===== src/rtl/mem_wb_stage.sv =====
// MEM stage: word-addressed data memory with a two-cycle load, branch resolve,
// sticky access-error flag and the MEM/WB pipeline register.
module mem_wb_stage #(
  parameter int DEPTH = 64
) (
  input  logic        Clk,
  input  logic        Rst_n,
  input  logic        RegWrite,
  input  logic        MemtoReg,
  input  logic        Branch,
  input  logic        MemRead,
  input  logic        MemWrite,
  input  logic [31:0] AddResult,
  input  logic        Zero,
  input  logic [31:0] ALUResult,
  input  logic [31:0] WriteData,
  input  logic [4:0]  WriteReg,
  output logic        PCSrc,
  output logic [31:0] BranchTarget,
  output logic        Stall,
  output logic        OutRegWrite,
  output logic        OutMemtoReg,
  output logic [31:0] OutReadData,
  output logic [31:0] OutALUResult,
  output logic [4:0]  OutWriteReg,
  output logic        AccessErr
);

  localparam int AW = $clog2(DEPTH);

  typedef enum logic {IDLE, LOAD_WAIT} state_t;

  state_t        state, state_next;
  logic [31:0]   mem [DEPTH];
  logic [31:0]   read_reg;
  logic [AW-1:0] addr;
  logic          bad_access, good_read, good_write;
  logic          set_err;
  logic          nxt_reg_write, nxt_memto_reg;
  logic [31:0]   nxt_read_data, nxt_alu_result;
  logic [4:0]    nxt_write_reg;

  // Address bits above the memory depth are ignored so accesses wrap.
  logic unused_addr_bits;
  assign unused_addr_bits = ^ALUResult[31:AW+2];

  assign PCSrc        = Branch & Zero;
  assign BranchTarget = AddResult;
  assign addr         = ALUResult[AW+1:2];
  assign bad_access   = ((MemRead | MemWrite) && (ALUResult[1:0] != 2'b00))
                      || (MemRead && MemWrite);
  assign good_read    = MemRead && !bad_access;
  assign good_write   = MemWrite && !bad_access;

  always_ff @(posedge Clk or negedge Rst_n) begin
    if (!Rst_n) state <= IDLE;
    else        state <= state_next;
  end

  always_comb begin
    state_next     = state;
    Stall          = 1'b0;
    set_err        = 1'b0;
    nxt_reg_write  = RegWrite;
    nxt_memto_reg  = MemtoReg;
    nxt_read_data  = 32'h0;
    nxt_alu_result = ALUResult;
    nxt_write_reg  = WriteReg;
    case (state)
      IDLE: begin
        if (bad_access) begin
          set_err       = 1'b1;
          nxt_reg_write = 1'b0;
        end else if (good_read) begin
          // First load cycle inserts a bubble while the word is fetched.
          Stall          = 1'b1;
          state_next     = LOAD_WAIT;
          nxt_reg_write  = 1'b0;
          nxt_memto_reg  = 1'b0;
          nxt_alu_result = 32'h0;
          nxt_write_reg  = 5'd0;
        end
      end
      LOAD_WAIT: begin
        nxt_read_data = read_reg;
        state_next    = IDLE;
      end
      default: state_next = IDLE;
    endcase
  end

  always_ff @(posedge Clk or negedge Rst_n) begin
    if (!Rst_n) begin
      for (int i = 0; i < DEPTH; i++) mem[i] <= 32'h0;
      read_reg <= 32'h0;
    end else if (state == IDLE) begin
      if (good_write) mem[addr] <= WriteData;
      if (good_read)  read_reg  <= mem[addr];
    end
  end

  always_ff @(posedge Clk or negedge Rst_n) begin
    if (!Rst_n) begin
      OutRegWrite  <= 1'b0;
      OutMemtoReg  <= 1'b0;
      OutReadData  <= 32'h0;
      OutALUResult <= 32'h0;
      OutWriteReg  <= 5'd0;
      AccessErr    <= 1'b0;
    end else begin
      OutRegWrite  <= nxt_reg_write;
      OutMemtoReg  <= nxt_memto_reg;
      OutReadData  <= nxt_read_data;
      OutALUResult <= nxt_alu_result;
      OutWriteReg  <= nxt_write_reg;
      if (set_err) AccessErr <= 1'b1;
    end
  end

endmodule


===== config.mk =====
export PLATFORM = sky130hd
export DESIGN_NAME = mem_wb_stage
export DESIGN_NICKNAME = d
export VERILOG_FILES = /design/src/rtl/mem_wb_stage.sv
export SDC_FILE = /design/constraint.sdc
export NUM_CORES = 2
export LEC_CHECK = 0
export CORE_MARGIN = 4
export CORE_UTILIZATION = 50
export DETAILED_ROUTE_END_ITERATION = 6
export DONT_BUFFER_PORTS = 1
export PLACE_DENSITY = 0.75
export REMOVE_ABC_BUFFERS = 1
export SETUP_SLACK_MARGIN = 0.5
export SLEW_MARGIN = 20
export SYNTH_ARGS = -nofsm -noshare
export SYNTH_HDL_FRONTEND = slang
export SYNTH_SLANG_ARGS = --single-unit

===== constraint.sdc =====
create_clock -name Clk -period 3.1 [get_ports Clk]
set_clock_uncertainty 0.05 [all_clocks]
set_input_delay 0.31 -clock Clk [delete_from_list [all_inputs] [get_ports Clk]]
set_output_delay 0.31 -clock Clk [all_outputs]
set_load 0.02 [all_outputs]

======== Word-level counts from Yosys, hierarchy flattened ========
Index checks and enable logic that the tools add are counted.
cells by class
  $add $sub $neg .......................... 0
  $mul .................................... 0
  divide/modulo/power cells ............... 0
  order comparisons ....................... 2
  eq/ne operators ......................... 0
  shift-type cells ........................ 0
  muxes and demuxes ....................... 25
  bitwise logic cells ..................... 4
  reduce and logical (&&, ||, !) cells .... 10
operator list
  kind                                                                   count
  2048-bit bitwise mux                                                   1
  32-bit two-way mux                                                     7
  32-bit binary-select mux with 6-bit select                             1
  32-bit demux with 6-bit select                                         1
  5-bit two-way mux                                                      3
  1-bit two-way mux                                                      11
  7-bit greater-or-equal comparator (second input constant)              1
  7-bit by 1-bit < comparator with 1-bit output (second input constant)  1
  6-bit NOT with 7-bit output                                            1
  1-bit logical AND                                                      5
  2-bit AND reduction                                                    2
  1-bit one-hot mux with 2 select lines                                  1
  2-bit nonzero test                                                     1
  1-bit AND                                                              1
  1-bit zero test                                                        1
  1-bit logical OR                                                       1
  1-bit NOT                                                              1
  1-bit bitwise OR                                                       1
word-level totals
  register bits ........................... 2,153
  bits in latches ......................... 0
  memory bits (writable) .................. 0
  ROM bits ................................ 0
  output and inout port bits .............. 106
  memories kept ........................... 0

======== Logic depth before layout (Yosys ltp) ========
  depth after elaboration ................. 8
  gate-level depth with buffers ........... 11
  depth with buffers taken out ............ 7

======== Least setup slack after synthesis ========
OpenSTA, ideal clock, no wires.
  path type ............................... input to register
  start point ............................. in ALUResult[4]
  end point ............................... reg read_reg[4]
  library setup time ...................... 0.126 ns
  arrival ................................. 2.198 ns
  setup slack ............................. 0.726 ns
  stages .................................. 8
  path buffers ............................ 4
  cell sequence ........................... buf_2 > buf_2 > buf_2 > buf_1 > mux4_2 > a221oi_1 > o211ai_1 > o32a_1
between the ends
  cells in the longest elaborated chain, start to end .. 4
RTL lines
  item                                                    RTL line  source
  from (decl)                                             15        input logic [31:0] ALUResult,
  6-bit NOT with 7-bit output (not written as such)       98        if (good_read) read_reg <= mem[addr];
  32-bit binary-select mux with 6-bit select              98
  32-bit two-way mux (not written as such) (2 in series)  98
  to (signal assigned)                                    98
  to (decl)                                               35        logic [31:0] read_reg;
Every way passes these cells. The select of a mux whose other input is x is not followed.
A chain may end at the register's enable or synchronous reset.

======== Final worst setup path ========
  start point ............................. reg state
  end point ............................... out Stall
between the ends
  cells in the longest elaborated chain, start to end .. 1
RTL lines
  item                    RTL line  source
  from (decl)             33        state_t state, state_next;
  from (signal assigned)  57        else state <= state_next;
  1-bit two-way mux       69        case (state)
  to (decl)               20        output logic Stall,
Every way passes these cells.

==> run metrics <==
Netlist cell types=58; Top-Level Pins=215; Synth Register Bits=between 2k and 2.5k; Clk network pwr share=about 44%; FFs w/ async S/R, synth=100.0%; Switch Pwr=0.01461 W; total die area=200300 um2; critical path startpoint category=flop; GR peak layer=met2; met3 usage=8.582%; critical path data arrival time=approximately 2.2 ns; Rows=~160; routed via count=between 60k and 70k; DR WL/cell=approximately 32 um; final hold violations=about 320; RSZ-0062 raised after global routing=true; Worst VDD drop=0.7117 mV; crit path cell chain=nor3_4 -> nand3b_1 -> buf_12 -> inv_6 -> buf_16; Die Span Y=around 450 um; CTS tree=yes; initial drt markers=6830; H-tree levels=4; Hold Path Class=input port to async pin; mean area per synthesized cell=14.38 um2; Main synth FF type=dfrtp_1; Leakage=about 54 nW; Synth-to-Final Area Change=13.91%; Critical Path RT=~2.7 ns; WL final=304200 um; Util after Layout=a little under three fifths; largest net degree at the start of global routing=406; max reg flops=slightly above 2k; Worst-Skew Late Latency=0.88 ns; Crit. End Element=output port; area leader, netlist=dfrtp_1; Post-Syn Area=roughly 97000 um2; # DRC=0; Syn Inst Count=6716; met2 usage=46.31%; Core Region=192400 um2; slew margin rel.=6.688%; Final setup viols=0; most common cell after layout, fill and taps aside=dfrtp_1; DP Wirelength=172100 um; CP max-delay cell=dfrtp_2; setup TNS=0 ns; fin cells=9380; Synthesis Warnings=0; IO buf count=0; Seq/Total Area, Yosys=approximately 56%; Root Driver=clkbuf_16; GPL Wtd Cong=between 0.8 and 0.9; CTS Buf Count=between 200 and 250; CTS max path bufs=3; Overall Global Routing Usage=30.28%; GR Overflow Total=0; Starting Density=50.22%; antenna violations before repair=24; First-pass DRT Iterations=6; period utilization=82.50%; share of cells above drive strength 1=45.84%; peak per-stage delay on the critical path=0.46 ns; worst slew pin tran=1.400 ns; failing checks=negative hold slack; Largest Register=mem; antenna viol nets, final=0; Nets=6767; Clock Sinks=2153; Via density=6.633; status=complete, but fails checks; first-pass GRT wire length=444500 um; Min Hold Slack=-0.9356 ns; switching part of the total=roughly 24%; post-synth top area share=55.77%; placed insts=8817; top post-synthesis cells by area=dfrtp_1 56%, mux2_2 25%, mux4_2 4.7%, mux2i_1 3.5%, a221oi_1 1.8%; Max-cap violations=0; Tmin final=approximately 2.6 ns; Combinational Power Share=7.0%; Clock transition at path regs=0.06 ns; pwr/cell area=550.7 nW/um2; P_int=0.04599 W; vias in the first global route=63.99k; Max Clk Rate=391.0 MHz; Post-synth EDFFs=0; register share of total power=between 40 and 50%; critical path peak fanout=6; WS Path Type=flop to output port; die width=447.6 um; GR met1 Demand/Resource=about 40%; Slew Viols, Final=0; most frequent cells in the layout=2152 x dfrtp_1, 2115 x mux2_2, 332 x mux2i_1
==> through the flow <==
step / power, W / setup slack [ns] / cell area (um2)
after global routing: 0.06227 / 0.4777 / 110000
after detailed placement: 0.03336 / -1.018 / 100200
after CTS: 0.06072 / 0.5087 / 109700
final: 0.06060 / 0.5423 / 110000
after floorplan: 0.03146 / -0.9616 / 93240
after global placement: 0.03299 / -0.5967 / 100100
==> routing by layer <==
layer  vias to the layer above  wire length, um
met1                     33320           117500
met5                         -              106
met4                        16            16830
li1                      24740                -
met2                      3284           137700
met3                       863            32080
==> cell type report <==
class | count | area [um2]
fillers | 14580 | 82330
flip-flops and latches | 2153 | 53880
multi-input cells | 3834 | 39650
clock buffers | 317 | 6286
repair buffers | 448 | 5993
well taps | 2526 | 3161
clock inverters | 77 | 1003
diodes | 21 | 52.55
inverters | 4 | 26.28
==> synthesized netlist by cell type (all sizes together), types with 7 or more instances <==
library cell / n
o22a: 10
mux4: 201
o211ai: 15
dfrtp: 2153
nor3: 14
a31oi: 27
and3: 13
a221oi: 198
o32a: 22
buf: 405
nand3: 42
nor2b: 7
a221o: 10
nand2: 157
o2111ai: 9
o21ai: 91
o22ai: 71
a22oi: 164
nand4: 18
clkbuf: 320
a22o: 18
o221ai: 11
mux2: 2115
mux2i: 335
nor2: 100
and2: 71
a21oi: 61
==> worst max-delay path, delay by kind of cell, from the launching register on <==
kind          cells  cell delay, ns
simple gates      2            0.33
buf+inv           3            0.50
flops             1            0.46
==> power groups by stage <==
stage               Clock (W)  Combinational (W)  Sequential, W
floorplan                   0            0.00168         0.0298
global placement            0            0.00305         0.0299
detailed placement          0            0.00336         0.0300
CTS                    0.0270            0.00417         0.0295
global route           0.0282            0.00451         0.0296
finish                 0.0268            0.00426         0.0295
==> cell families after synthesis <==
logic type             Yosys count  synth area share [%]
DFF                           2153                 55.77
AOI/OAI and AO/OA              738                 5.651
and+or+nand+nor                445                 2.273
buffers and inverters          729                 3.499
muxes                         2651                 32.81
==> path summary, 6_finish.rpt <==
path,to,start,slack [ns],cells past startpoint
worst max-delay path,Stall,state$_DFF_PN0_,0.54,5
worst min-delay path,OutReadData[20]$_DFF_PN0_,Rst_n,-0.94,0
worst max register to register,mem[320]$_DFFE_PN0P_,state$_DFF_PN0_,0.56,7
max in group asynchronous,mem[1957]$_DFFE_PN0P_,Rst_n,0.86,5
worst min register to register,mem[1394]$_DFFE_PN0P_,mem[1394]$_DFFE_PN0P_,0.45,1
min in group Clk,read_reg[16]$_DFFE_PN0P_,ALUResult[3],-0.03,5
==> timing repair <==
| item | CTS | global route |
|---|---|---|
| gates cloned | 11 | 3 |
| hold buffers | 115 | 3 |
| hold endpoints to repair | 2542 | 284 |
| endpoints found under the setup margin | 1298 | 243 |
| pin swaps | 4 | 4 |
| gates resized for setup | 5 | 5 |
| setup buffers | 9 | 4 |
Note: power is estimated with default switching activity, not from simulation.
